<file path="config.mk">
export PLATFORM = sky130hd
export DESIGN_NAME = pe_act_pipe
export DESIGN_NICKNAME = d
export VERILOG_FILES = /design/src/rtl/pe_act_pipe.sv
export SDC_FILE = /design/constraint.sdc
export NUM_CORES = 2
export LEC_CHECK = 0
export ABC_AREA = 1
export BUFFER_PORTS_ARGS = -buffer_cell sky130_fd_sc_hd__buf_2
export CAP_MARGIN = 0
export CORE_MARGIN = 2
export CORE_UTILIZATION = 60
export DETAILED_ROUTE_END_ITERATION = 10
export PLACE_DENSITY = 0.87
export SYNTH_ARGS = -nofsm -noshare
export SYNTH_HDL_FRONTEND = slang
export SYNTH_SLANG_ARGS = --single-unit
export TNS_END_PERCENT = 100
</file>
<file path="constraint.sdc">
create_clock -name clk -period 7.6 [get_ports clk]
set_input_delay 0.38 -clock clk [delete_from_list [all_inputs] [get_ports clk]]
set_output_delay 0.38 -clock clk [all_outputs]
set_load 0.02 [all_outputs]
</file>
<file path="src/rtl/pe_act_pipe.sv">
// rtl/pe_act_pipe.sv - multi-lane activation + requantise pipeline with saturation counter
module pe_act_pipe #(
    parameter int W_IN  = 24,
    parameter int W_OUT = 8,
    parameter int LANES = 4,
    parameter int SH_W  = 5,
    parameter int CNT_W = 16
) (
    input  logic                     clk,
    input  logic                     rst,
    input  logic [1:0]               cfg_mode,
    input  logic [SH_W-1:0]          cfg_shift,
    input  logic [SH_W-1:0]          cfg_leak_shift,
    input  logic [W_IN-1:0]          cfg_clip,
    input  logic                     in_valid,
    output logic                     in_ready,
    input  logic [LANES*W_IN-1:0]    in_data,
    output logic                     out_valid,
    input  logic                     out_ready,
    output logic [LANES*W_OUT-1:0]   out_data,
    output logic [LANES-1:0]         out_sat,
    output logic [CNT_W-1:0]         sat_cnt,
    input  logic                     sat_clr
);

    localparam logic signed [W_IN:0] QMAX = {{(W_IN-W_OUT+2){1'b0}}, {(W_OUT-1){1'b1}}};
    localparam logic signed [W_IN:0] QMIN = {{(W_IN-W_OUT+2){1'b1}}, {(W_OUT-1){1'b0}}};

    logic                   s1_valid;
    logic [LANES*W_IN-1:0]  s1_data;
    logic [SH_W-1:0]        s1_shift;
    logic                   s2_valid;
    logic                   s1_adv;
    logic                   s2_adv;

    logic [LANES*W_IN-1:0]  act_flat;
    logic [LANES*W_OUT-1:0] q_flat;
    logic [LANES-1:0]       sat_flat;

    assign s2_adv    = !s2_valid || out_ready;
    assign s1_adv    = !s1_valid || s2_adv;
    assign in_ready  = s1_adv;
    assign out_valid = s2_valid;

    for (genvar g = 0; g < LANES; g++) begin : g_lane
        logic signed [W_IN-1:0] x;
        logic signed [W_IN-1:0] a;
        logic signed [W_IN-1:0] sa;
        logic signed [W_IN:0]   ae;
        logic        [W_IN:0]   rnd;
        logic signed [W_IN:0]   sum;
        logic signed [W_IN:0]   r;

        assign x = in_data[g*W_IN +: W_IN];

        // Clip ceiling is compared unsigned: only reached once x is known non-negative.
        always_comb begin
            a = x;
            case (cfg_mode)
                2'd1: a = x[W_IN-1] ? '0 : x;
                2'd2: a = x[W_IN-1] ? (x >>> cfg_leak_shift) : x;
                2'd3: begin
                    if (x[W_IN-1])
                        a = '0;
                    else if ($unsigned(x) > cfg_clip)
                        a = cfg_clip;
                    else
                        a = x;
                end
                default: a = x;
            endcase
        end
        assign act_flat[g*W_IN +: W_IN] = a;

        // One guard bit keeps the rounding add from wrapping at the positive maximum.
        assign sa  = s1_data[g*W_IN +: W_IN];
        assign ae  = {sa[W_IN-1], sa};
        assign rnd = (s1_shift != '0) ? ({{W_IN{1'b0}}, 1'b1} << (s1_shift - 1'b1)) : '0;
        assign sum = ae + $signed(rnd);
        assign r   = sum >>> s1_shift;

        always_comb begin
            q_flat[g*W_OUT +: W_OUT] = r[W_OUT-1:0];
            sat_flat[g]              = 1'b0;
            if (r > QMAX) begin
                q_flat[g*W_OUT +: W_OUT] = QMAX[W_OUT-1:0];
                sat_flat[g]              = 1'b1;
            end else if (r < QMIN) begin
                q_flat[g*W_OUT +: W_OUT] = QMIN[W_OUT-1:0];
                sat_flat[g]              = 1'b1;
            end
        end
    end

    always_ff @(posedge clk) begin
        if (rst) begin
            s1_valid <= 1'b0;
            s1_data  <= '0;
            s1_shift <= '0;
        end else if (s1_adv) begin
            s1_valid <= in_valid;
            if (in_valid) begin
                s1_data  <= act_flat;
                s1_shift <= cfg_shift;
            end
        end
    end

    always_ff @(posedge clk) begin
        if (rst) begin
            s2_valid <= 1'b0;
            out_data <= '0;
            out_sat  <= '0;
        end else if (s2_adv) begin
            s2_valid <= s1_valid;
            if (s1_valid) begin
                out_data <= q_flat;
                out_sat  <= sat_flat;
            end
        end
    end

    always_ff @(posedge clk) begin
        if (rst || sat_clr)
            sat_cnt <= '0;
        else if (out_valid && out_ready && (|out_sat) && (sat_cnt != {CNT_W{1'b1}}))
            sat_cnt <= sat_cnt + 1'b1;
    end

endmodule

</file>
==> results by group <==
Run status
  • Status: completed

Synth
  • Synth area leader: nand2_1
  • Syn_nets: 5311
  • Post-synth top flop: dfxtp_1
  • Mapped Area: 27600 um^2
  • Top-area cell type share of the netlist area: 19.0%
  • Syn avg cell area: 5.49 um^2
  • Synth Warn #: 0
  • Synth area leaders: nand2_1 19%, nand3_1 12%, dfxtp_1 11%, o21ai_0 9.0%, ha_1 7.1%
  • Distinct cell type count after synthesis: 71
  • Sequential-to-total area share from yosys stat: 11.3%
  • Number of flops mapped to enable cells by yosys: 0
  • Post-synth ARST share: 0%
  • Synth Register Bits: 155
  • Mapped Cells: 5017

Pwr
  • Net Sw Power: 1770 uW
  • Pleak: 0.0144 uW
  • Flop pwr share: 26.0%
  • Sw Ratio: 49.1%
  • Power share of the clock group: 24.9%
  • Power Density: 124 nW/um^2
  • Comb power frac: 49.2%
  • Worst VDD drop: 0.000137 V
  • P_int: 1830 uW

STA
  • Final setup vio count: 0
  • Worst rel slew slack: 16.5%
  • Unrepaired setup endpoints after global routing: no
  • Worst Skew: 0.0254 ns
  • Fin. Hold Viols: 0
  • Fin crit share: 71.6%
  • Tmin final: 5.44 ns
  • Setup tns final: 0 ns
  • WHS: 0.222 ns
  • Slew @ Worst Pin: 1.25 ns
  • Worst Slack Setup Final: 2.16 ns
  • Max Clk Rate: 184 MHz
  • Max Slew Vio Count: 0

Critical path
  • Crit-path cells: nand2_1 -> nor3_1 -> ha_1 -> inv_1 -> o21bai_1 -> nand4_1 -> nand2_1 -> nand2_1 -> a21oi_1 -> nor2_1 -> nand2_1 -> nand2_2 -> nand2_4 -> inv_4 -> nand2_1 -> nand3_1 -> nand2_1 -> nand2_1 -> o21a_1 -> nor2_2 -> nand3_1 -> nand3_2 -> nand3_1 -> nor2b_1
  • Largest delay contributor family on the critical path: simple AND/OR/NAND/NOR gates
  • Crit Path Max Fanout: 60
  • CP max stage cell: nor3_1
  • Crit. End Element: register
  • CP max stage delay: 0.97 ns
  • Critical Setup Path Class: register to register
  • WP data arrival: 5.79 ns
  • RR Startpoint: s1_shift[0]
  • Worst Setup SP: s1_shift[0]
  • WP buf/inv: 2
  • Startpoint Class: register
  • Most used cell, CP: nand2_1
  • Worst EP required: 7.94 ns

Routing
  • DRC: 0
  • Drt total wl: 117 mm
  • TritonRoute pass-1 iters: 9
  • WL per Instance: 20.9 um
  • Via-to-Cell Ratio: 6.44
  • Initial drt markers: 5960
  • Vias: 36200
  • Routed Antenna Nets: 0

Floorplan
  • Die area: 47700 um^2
  • Top-Level Pins: 191
  • Area of the core: 45400 um^2
  • Die width: 218 um
  • Initial core utilization: 60.7%
  • Std cell rows: 78
  • Die Span Y: 218 um

Placement
  • Port-buffer cells: 190
  • Post-DP HPWL: 91.9 mm
  • DP Worst Slack: 2.41 ns
  • RePlAce Congestion: 1.08

Global route
  • First-pass GRT wire length: 178 mm
  • All-Layer GR Usage: 47.6%
  • Pin count of the biggest net entering global routing: 99
  • Initial antenna violation count: 3
  • Vias in the first global route: 31300
  • Total grt overflow: 0

Clocking
  • Post-CTS setup repair buffer count: 0
  • Worst-Skew Late Latency: 0.47 ns
  • Clock buffer depth: 2
  • H-tree depth: 4
  • # hold bufs at CTS: 0
  • Reg clk slew, reported paths: 0.10 ns
  • CTS Buf Count: 17
  • CTS resizes: 0
  • CTS root buf: clkbuf_16
  • CTS Sinks: 155
  • CTS tree: yes

Cells and area
  • Area Overhead vs Synth: 5.74%
  • N_diodes: 0
  • Fill cells: 4601
  • # nets final: 5302
  • Layout cell share with drive strength beyond 1: 9.16%

Worst hold path
  • HP Class: primary input to register
  • HP Start: in_data[24]

Job
  • Total of max-cap violations: 0
[layout make-up]
cell class                 instances  area, um^2  share of cell area [%]
clock buffer                      17         425                    1.46
clock inverter                    15         180                   0.618
inverter                         569        2160                    7.41
multi-input combinational       4036       21300                    73.0
sequential                       155        3120                    10.7
tap                              600         751                    2.58
timing repair buffer             229        1250                    4.28
[synthesized netlist by cell type (21+ instances only)]
cell type and n:
nand2_1 1392, nand3_1 663, inv_1 520, o21ai_0 497, nor2_1 312, a21oi_1 304
clkbuf_1 172, ha_1 157, dfxtp_1 155, o211ai_1 107, buf_1 59, nand4_1 58
mux2i_1 55, a31oi_1 50, nor3_1 47, o221ai_1 44, nand2_2 43, inv_2 34
nor2_2 30, xor2_1 25, nand3_2 22, a221oi_1 21
[routing by layer]
metal	track usage, %	up-vias	share of wire (%)
li1	-	17000	-
met1	66.1	16000	40
met2	68.6	2757	40
met3	10.0	443	14
met4	24.4	5	6.2
met5	0.729	-	0.054
[state kept, by name, summed over array words and instances (netlist names)]
signal	flops
out_data	32
out_sat	4
out_valid	1
s1_data	96
s1_shift	5
s1_valid	1
sat_cnt	16
[cells in the final DEF, fill, tap and decap left out, types with 50 or more instances in the layout]
cell,netlist,routed
a21oi_1,304,304
a31oi_1,50,50
buf_2,19,188
dfxtp_1,155,151
ha_1,157,157
inv_1,520,519
mux2i_1,55,55
nand2_1,1392,1391
nand3_1,663,663
nand4_1,58,58
nor2_1,312,311
o211ai_1,107,107
o21ai_0,497,497
[stage by stage]
step / util [%] / cell area, um^2 / power, uW / instances
4_1_cts: 64.2 / 29200 / 3510 / 5621
6_report: 64.2 / 29200 / 3610 / 5621
2_1_floorplan: - / 27600 / 2130 / 5017
5_1_grt: 64.2 / 29200 / 3790 / 5621
3_5_place_dp: 62.9 / 28500 / 2630 / 5589
3_3_place_gp: 62.9 / 28500 / 2610 / 5589
[worst paths after layout]
check / end / cells after the start / slack [ns]
worst max-delay path: out_data[28] / 24 / 2.16
worst min-delay path: s1_data[24] / 3 / 0.22
worst max register to register: out_data[28] / 24 / 2.16
worst min register to register: out_data[31] / 2 / 0.47
[cell families after synthesis]
| group | Yosys count | share of synthesized area, % |
|---|---|---|
| flip-flops | 155 | 11.3 |
| AO/OA/AOI/OAI | 1157 | 24.5 |
| XOR/XNOR | 33 | 1.05 |
| buffers and inverters | 826 | 11.6 |
| adder cells (fa/ha/maj) | 157 | 7.13 |
| multiplexers | 55 | 2.00 |
| AND/OR/NAND/NOR | 2634 | 42.4 |
[power groups by stage]
stage / Sequential (uW) / Combinational, uW / Clock, uW
after floorplan: 927 / 1210 / 0
after global placement: 947 / 1660 / 0
after detailed placement: 949 / 1680 / 0
after CTS: 931 / 1690 / 888
after global routing: 939 / 1920 / 924
final: 936 / 1770 / 897
[tightest hold or removal path, stage by stage]
cell and delay (ns):
buf_2 0.13, nand2_1 0.07, a21oi_1 0.06
Note: power is estimated with default switching activity, not from simulation.
